`config.mk`:
```
export PLATFORM = sky130hd
export DESIGN_NAME = d_branch_pred_cmp
export DESIGN_NICKNAME = d
export VERILOG_FILES = /design/src/rtl/d_branch_pred_cmp_pkg.sv /design/src/rtl/branch_cond_cmp.sv /design/src/rtl/d_branch_pred_cmp.sv
export SDC_FILE = /design/constraint.sdc
export NUM_CORES = 1
export LEC_CHECK = 0
export ABC_AREA = 1
export CORE_MARGIN = 2
export CORE_UTILIZATION = 50
export CTS_CLUSTER_SIZE = 24
export DETAILED_ROUTE_END_ITERATION = 6
export PLACE_DENSITY = 0.74
export REMOVE_ABC_BUFFERS = 1
export SYNTH_ARGS = -nofsm -noshare
export SYNTH_HDL_FRONTEND = slang
export SYNTH_SLANG_ARGS = --single-unit
```
`constraint.sdc`:
```
create_clock -name clk -period 3.24 [get_ports clk]
set_input_delay 0.486 -clock clk [delete_from_list [all_inputs] [get_ports clk]]
set_output_delay 0.486 -clock clk [all_outputs]
set_load 0.05 [all_outputs]
```
`src/rtl/d_branch_pred_cmp_pkg.sv`:
```
// Shared definitions for the decode-stage branch resolver and predictor.
//   - Compare-operation codes driven on D_CMPOp.
//   - Encodings of the 2-bit saturating pattern-history counter.
//   - cnt_update: next value of a PHT counter after one resolved branch.
package d_branch_pred_cmp_pkg;

    // Compare operation codes; 9..15 are unused and resolve not-taken.
    localparam logic [3:0] CMP_EQ       = 4'd0;
    localparam logic [3:0] CMP_OPPOSITE = 4'd1;
    localparam logic [3:0] CMP_NE       = 4'd2;
    localparam logic [3:0] CMP_LEZ      = 4'd3;
    localparam logic [3:0] CMP_GTZ      = 4'd4;
    localparam logic [3:0] CMP_LTZ      = 4'd5;
    localparam logic [3:0] CMP_GEZ      = 4'd6;
    localparam logic [3:0] CMP_LTU      = 4'd7;
    localparam logic [3:0] CMP_GES      = 4'd8;

    // Saturating counter states; the MSB is the taken prediction.
    localparam logic [1:0] PHT_SNT = 2'd0;
    localparam logic [1:0] PHT_WNT = 2'd1;
    localparam logic [1:0] PHT_WT  = 2'd2;
    localparam logic [1:0] PHT_ST  = 2'd3;

    // Move the counter one step toward the resolved direction, saturating at both ends.
    function automatic logic [1:0] cnt_update(input logic [1:0] cnt, input logic taken);
        logic [1:0] nxt;
        if (taken) begin
            nxt = (cnt == PHT_ST) ? PHT_ST : (cnt + 2'd1);
        end else begin
            nxt = (cnt == PHT_SNT) ? PHT_SNT : (cnt - 2'd1);
        end
        return nxt;
    endfunction

endpackage

```
`src/rtl/branch_cond_cmp.sv`:
```
// Combinational branch-condition comparator for the decode stage.
// Ports:
//   A, B     in  WIDTH  forwarded rs / rt operands
//   D_CMPOp  in  4      compare operation (see d_branch_pred_cmp_pkg)
//   D_branch out 1      branch condition; 0 for undefined operations
module branch_cond_cmp
    import d_branch_pred_cmp_pkg::*;
#(
    parameter int WIDTH = 32
) (
    input  logic [WIDTH-1:0] A,
    input  logic [WIDTH-1:0] B,
    input  logic [3:0]       D_CMPOp,
    output logic             D_branch
);

    logic [WIDTH-1:0] w_neg_a;
    logic [WIDTH-1:0] w_neg_b;
    logic             w_sign_a;
    logic             w_sign_b;
    logic             w_a_zero;

    assign w_neg_a  = ~A + {{(WIDTH-1){1'b0}}, 1'b1};
    assign w_neg_b  = ~B + {{(WIDTH-1){1'b0}}, 1'b1};
    assign w_sign_a = A[WIDTH-1];
    assign w_sign_b = B[WIDTH-1];
    assign w_a_zero = (A == {WIDTH{1'b0}});

    // Select the branch condition for the requested operation.
    always_comb begin
        D_branch = 1'b0;
        case (D_CMPOp)
            CMP_EQ:       D_branch = (A == B);
            // The sign guards stop the most-negative value matching its own negation.
            CMP_OPPOSITE: D_branch = (~w_sign_a & (w_neg_a == B)) | (~w_sign_b & (w_neg_b == A));
            CMP_NE:       D_branch = (A != B);
            CMP_LEZ:      D_branch = w_sign_a | w_a_zero;
            CMP_GTZ:      D_branch = ~w_sign_a & ~w_a_zero;
            CMP_LTZ:      D_branch = w_sign_a;
            CMP_GEZ:      D_branch = ~w_sign_a;
            CMP_LTU:      D_branch = (A < B);
            CMP_GES:      D_branch = ($signed(A) >= $signed(B));
            default:      D_branch = 1'b0;
        endcase
    end

endmodule

```
`src/rtl/d_branch_pred_cmp.sv`:
```
// Decode-stage branch resolver with a PC-indexed 2-bit saturating PHT.
// Ports:
//   clk, rst_n          clock, asynchronous active-low reset
//   f_pc / f_pred_taken F-stage PC and its zero-cycle PHT prediction
//   d_stall / d_flush   hold / clear the F->D prediction register
//   d_valid, d_is_branch, d_pc  D-stage instruction qualifiers and training PC
//   A, B, D_CMPOp       operands and compare operation
//   D_branch            combinational branch condition
//   d_pred_taken        prediction carried from F
//   d_mispredict        resolved direction differs from the carried prediction
//   stat_branches, stat_mispred  saturating statistics counters
module d_branch_pred_cmp
    import d_branch_pred_cmp_pkg::*;
#(
    parameter int         WIDTH     = 32,
    parameter int         PHT_DEPTH = 64,
    parameter int         IDX_LSB   = 2,
    parameter logic [1:0] CNT_INIT  = 2'b01,
    parameter int         STAT_W    = 32
) (
    input  logic              clk,
    input  logic              rst_n,
    input  logic [31:0]       f_pc,
    output logic              f_pred_taken,
    input  logic              d_stall,
    input  logic              d_flush,
    input  logic              d_valid,
    input  logic              d_is_branch,
    input  logic [31:0]       d_pc,
    input  logic [WIDTH-1:0]  A,
    input  logic [WIDTH-1:0]  B,
    input  logic [3:0]        D_CMPOp,
    output logic              D_branch,
    output logic              d_pred_taken,
    output logic              d_mispredict,
    output logic [STAT_W-1:0] stat_branches,
    output logic [STAT_W-1:0] stat_mispred
);

    localparam int IDX_W = $clog2(PHT_DEPTH);

    logic [1:0]        r_pht [PHT_DEPTH];
    logic              r_pred;
    logic [STAT_W-1:0] r_stat_br;
    logic [STAT_W-1:0] r_stat_mp;

    logic [IDX_W-1:0]  w_f_idx;
    logic [IDX_W-1:0]  w_d_idx;
    logic              w_branch;
    logic              w_train;
    logic              w_mispredict;
    logic              w_unused_pc;

    branch_cond_cmp #(
        .WIDTH (WIDTH)
    ) u_cmp (
        .A        (A),
        .B        (B),
        .D_CMPOp  (D_CMPOp),
        .D_branch (w_branch)
    );

    assign w_f_idx      = f_pc[IDX_LSB +: IDX_W];
    assign w_d_idx      = d_pc[IDX_LSB +: IDX_W];
    // Only the index field of each PC matters; the rest is intentionally ignored.
    assign w_unused_pc  = ^{f_pc, d_pc};
    assign w_train      = d_valid & d_is_branch & ~d_stall;
    // Not masked by d_stall: the hazard unit decides what a stalled mispredict means.
    assign w_mispredict = d_valid & d_is_branch & (w_branch != r_pred);

    // Pattern history table: one entry trained per cycle; F reads pre-update values.
    always_ff @(posedge clk or negedge rst_n) begin
        if (!rst_n) begin
            for (int i = 0; i < PHT_DEPTH; i++) begin
                r_pht[i] <= CNT_INIT;
            end
        end else if (w_train) begin
            r_pht[w_d_idx] <= cnt_update(r_pht[w_d_idx], w_branch);
        end
    end

    // F->D prediction register: flush wins over stall.
    always_ff @(posedge clk or negedge rst_n) begin
        if (!rst_n) begin
            r_pred <= 1'b0;
        end else if (d_flush) begin
            r_pred <= 1'b0;
        end else if (!d_stall) begin
            r_pred <= f_pred_taken;
        end
    end

    // Branch / mispredict statistics, saturating at all-ones.
    always_ff @(posedge clk or negedge rst_n) begin
        if (!rst_n) begin
            r_stat_br <= {STAT_W{1'b0}};
            r_stat_mp <= {STAT_W{1'b0}};
        end else if (w_train) begin
            if (r_stat_br != {STAT_W{1'b1}}) begin
                r_stat_br <= r_stat_br + {{(STAT_W-1){1'b0}}, 1'b1};
            end
            if (w_mispredict && (r_stat_mp != {STAT_W{1'b1}})) begin
                r_stat_mp <= r_stat_mp + {{(STAT_W-1){1'b0}}, 1'b1};
            end
        end
    end

    assign f_pred_taken  = r_pht[w_f_idx][1];
    assign D_branch      = w_branch;
    assign d_pred_taken  = r_pred;
    assign d_mispredict  = w_mispredict;
    assign stat_branches = r_stat_br;
    assign stat_mispred  = r_stat_mp;

endmodule

```
==> reports/results.ini <==
[setup_path]
critPathLaunchType = primary input
r2r_slack_ns = 0.29
arrival_ns = 2.72
crit_fanout = 3
critPathRequiredTime_ns = 2.75
path_class = in -> out
end_kind = output pin

[final_layout]
drive_above_1_share_pct = 31.3
final_nets = 2634
diodes = 0
final_core_util_pct = 72.6
syn_to_final_growth_pct = 43.4

[detailed_routing]
drt_wl_total_um = 52700
drc = 0
firstDrtPassIters = 6
ant_nets = 0
drtIter0Drc = 1947
dr_total_vias = 16000
viasPerCell = 5.61
wl_per_cell_um = 18.5

[yosys]
synthCells = 2014
ys_seq_area_share_pct = 35.0
synthFlopType = dfrtp_1
synth_area_sq_mm = 0.0140
async_reset_ff_share_pct = 100
synth_top_cells_by_count = nand2_1, nor2_1, inv_1
synth.distinct_cells = 56
yosys.cell_count.top_type = nand2_1
synth_top_area_cell = dfrtp_1
synth.area.top_cells = dfrtp_1, nand2_1, dfstp_2
synth_area_per_cell_sq_um = 6.97
synth-edff-count = 0
yosysWarningCount = 0
ys_seq_elements = 193
synth_top_area_share_pct = 23.0

[timing]
finalHoldViolCount = 0
fin_skew_ns = 0.0119
relSlewSlack_pct = 51.6
rsz0062_at_grt = true
min_period_over_period_pct = 98.8
worstMarginPinSlew_ns = 0.726
report.final.slew_viol_count = 0
min_period_ns = 3.20
finalSetupViolations = 0
timing.fmax_ghz = 0.312

[status]
status = finished, final reports clean

[cts]
postCtsHoldBufs = 0
clock_insertion_delay_worst_skew_ns = 0.45
htreeDepth = 4
cts_buffers = 17
clock_path_buffers = 2
clkSinkCount = 193
cts_tree = done
path_clk_slew_ns = 0.07
root_buffer = clkbuf_16

[global_route]
grt_pass1_wl_um = 80800
grt_pass1_vias = 15300
grt_max_degree = 86
grt_overflow = 0
grt_usage_pct = 35.3
antenna_found_initial = 0

[power]
p_leak_nw = 9.53
fin_total_pwr_mw = 6.64
power_density_mw_per_mm2 = 330
ir_drop_v = 0.000351

[job]
drv_cap = 0

[placement]
numPortBuffers = 153
place_hpwl_um = 38900
gp_congestion = 1.01

[floorplan]
die_w_um = 172
initial_core_util_pct = 50.7
die_area_sq_mm = 0.0294
core_sq_mm = 0.0277
die_h_um = 172
ioPinCount = 206
rows = 61

[hold_path]
hold_path_class = in -> async

[kinds of logic after synthesis]
logic type,after synthesis,synth area share (%)
AO/OA/AOI/OAI,297,12.3
XOR/XNOR,101,6.50
adder cells (fa/ha/maj),36,3.21
buffers and inverters,276,8.00
flip-flops,193,35.0
multiplexers,38,2.75
AND/OR/NAND/NOR,1073,32.2
[worst max-delay path, cell delays in order]
cell and delay, ns:
buf_4 0.13, ha_4 0.29, nand2_4 0.05, nor2_4 0.09
nand4_1 0.17, nor3_4 0.32, nand2_2 0.13, a21oi_2 0.13
nand2_1 0.05, nor2_1 0.10, o21ai_1 0.08, a21oi_2 0.12
buf_6 0.15, nand2_4 0.06, nand2_2 0.05, nand3_2 0.07
inv_2 0.08, buf_12 0.13
[routing by layer]
metal | vias up | global-route usage [%] | part of all wire (%)
li1 | 7478 | - | -
met1 | 7575 | 50.7 | 43
met2 | 825 | 55.0 | 45
met3 | 110 | 6.70 | 9.3
met4 | 0 | 8.51 | 2.0
met5 | - | 0 | 0
[power breakdown]
part	internal [mW]	total [mW]	switching (mW)	leakage, nW
Sequential	2.59	2.70	0.116	2.36
Clock	1.16	2.14	0.974	0.279
Combinational	0.720	1.80	1.08	6.90
[path summary, 6_finish.rpt]
path,start,endpoint,cells past startpoint
worst max-delay path,A[29],d_mispredict,18
worst min-delay path,rst_n,r_pht[9],1
worst max register to register,stat_branches[0],stat_branches[28],17
worst min register to register,r_pht[106],r_pht[106],2
max in group asynchronous,rst_n,r_pht[56],2
min in group clk,r_pht[106],r_pht[106],2
[layout make-up]
cell class / count / area (sq um)
multi-input cells: 1545 / 9260
fillers: 2239 / 7580
flip-flops and latches: 193 / 4910
repair buffers: 470 / 4010
inverters: 233 / 888
clock buffers: 23 / 490
well taps: 378 / 473
clock inverters: 9 / 93.8
[state kept, by name (all words and copies together), names as in the netlist]
| register | count |
|---|---|
| stat_branches | 32 |
| r_pht | 128 |
| stat_mispred | 32 |
| d_pred_taken | 1 |
[metrics by stage]
stage          std cells  instance area [sq um]  setup WS, ns  hold slack, ns  setup TNS (ns)
2_1_floorplan       1971                  13800       0.00958           0.190               0
5_1_grt             2851                  20100        -0.101           0.154          -0.113
6_report            2851                  20100        0.0377           0.110               0
4_1_cts             2832                  19300       -0.0950           0.120         -0.0950
3_5_place_dp        2779                  18100        -0.684           0.469          -83.72
3_3_place_gp        2779                  18100        -0.661           0.462          -71.94
[layout by cell type (no fill, tap or decap), types with 7 or more instances in the layout]
cell and instances:
clkdlybuf4s50_1 82, ha_4 14, buf_12 20, buf_6 29, clkbuf_16 19, nor2_4 54, a31oi_1 13, nor3_1 34
nand4_1 34, o21ai_2 8, mux2i_1 34, inv_2 33, nor4_1 7, o21ai_1 22, nand2_1 502, xnor2_1 31
o22ai_1 14, ha_1 22, nand2_4 16, o21ai_0 98, nand3_2 19, buf_2 11, nand2_2 48, nand3_1 104
a21oi_2 8, nor2_1 169, clkbuf_2 40, a21oi_1 74, xor2_1 65, dfrtp_1 129, nor2_2 52, buf_4 280
a221oi_1 17, inv_1 194, dfstp_2 64
[what timing repair did]
item                                    4_1_cts  5_1_grt
hold endpoints to repair                      0        0
setup buffers                                21       20
pin swaps                                    70      135
gates resized for setup                     220      386
endpoints found under the setup margin      115      138
Note: power is estimated with default switching activity, not from simulation.
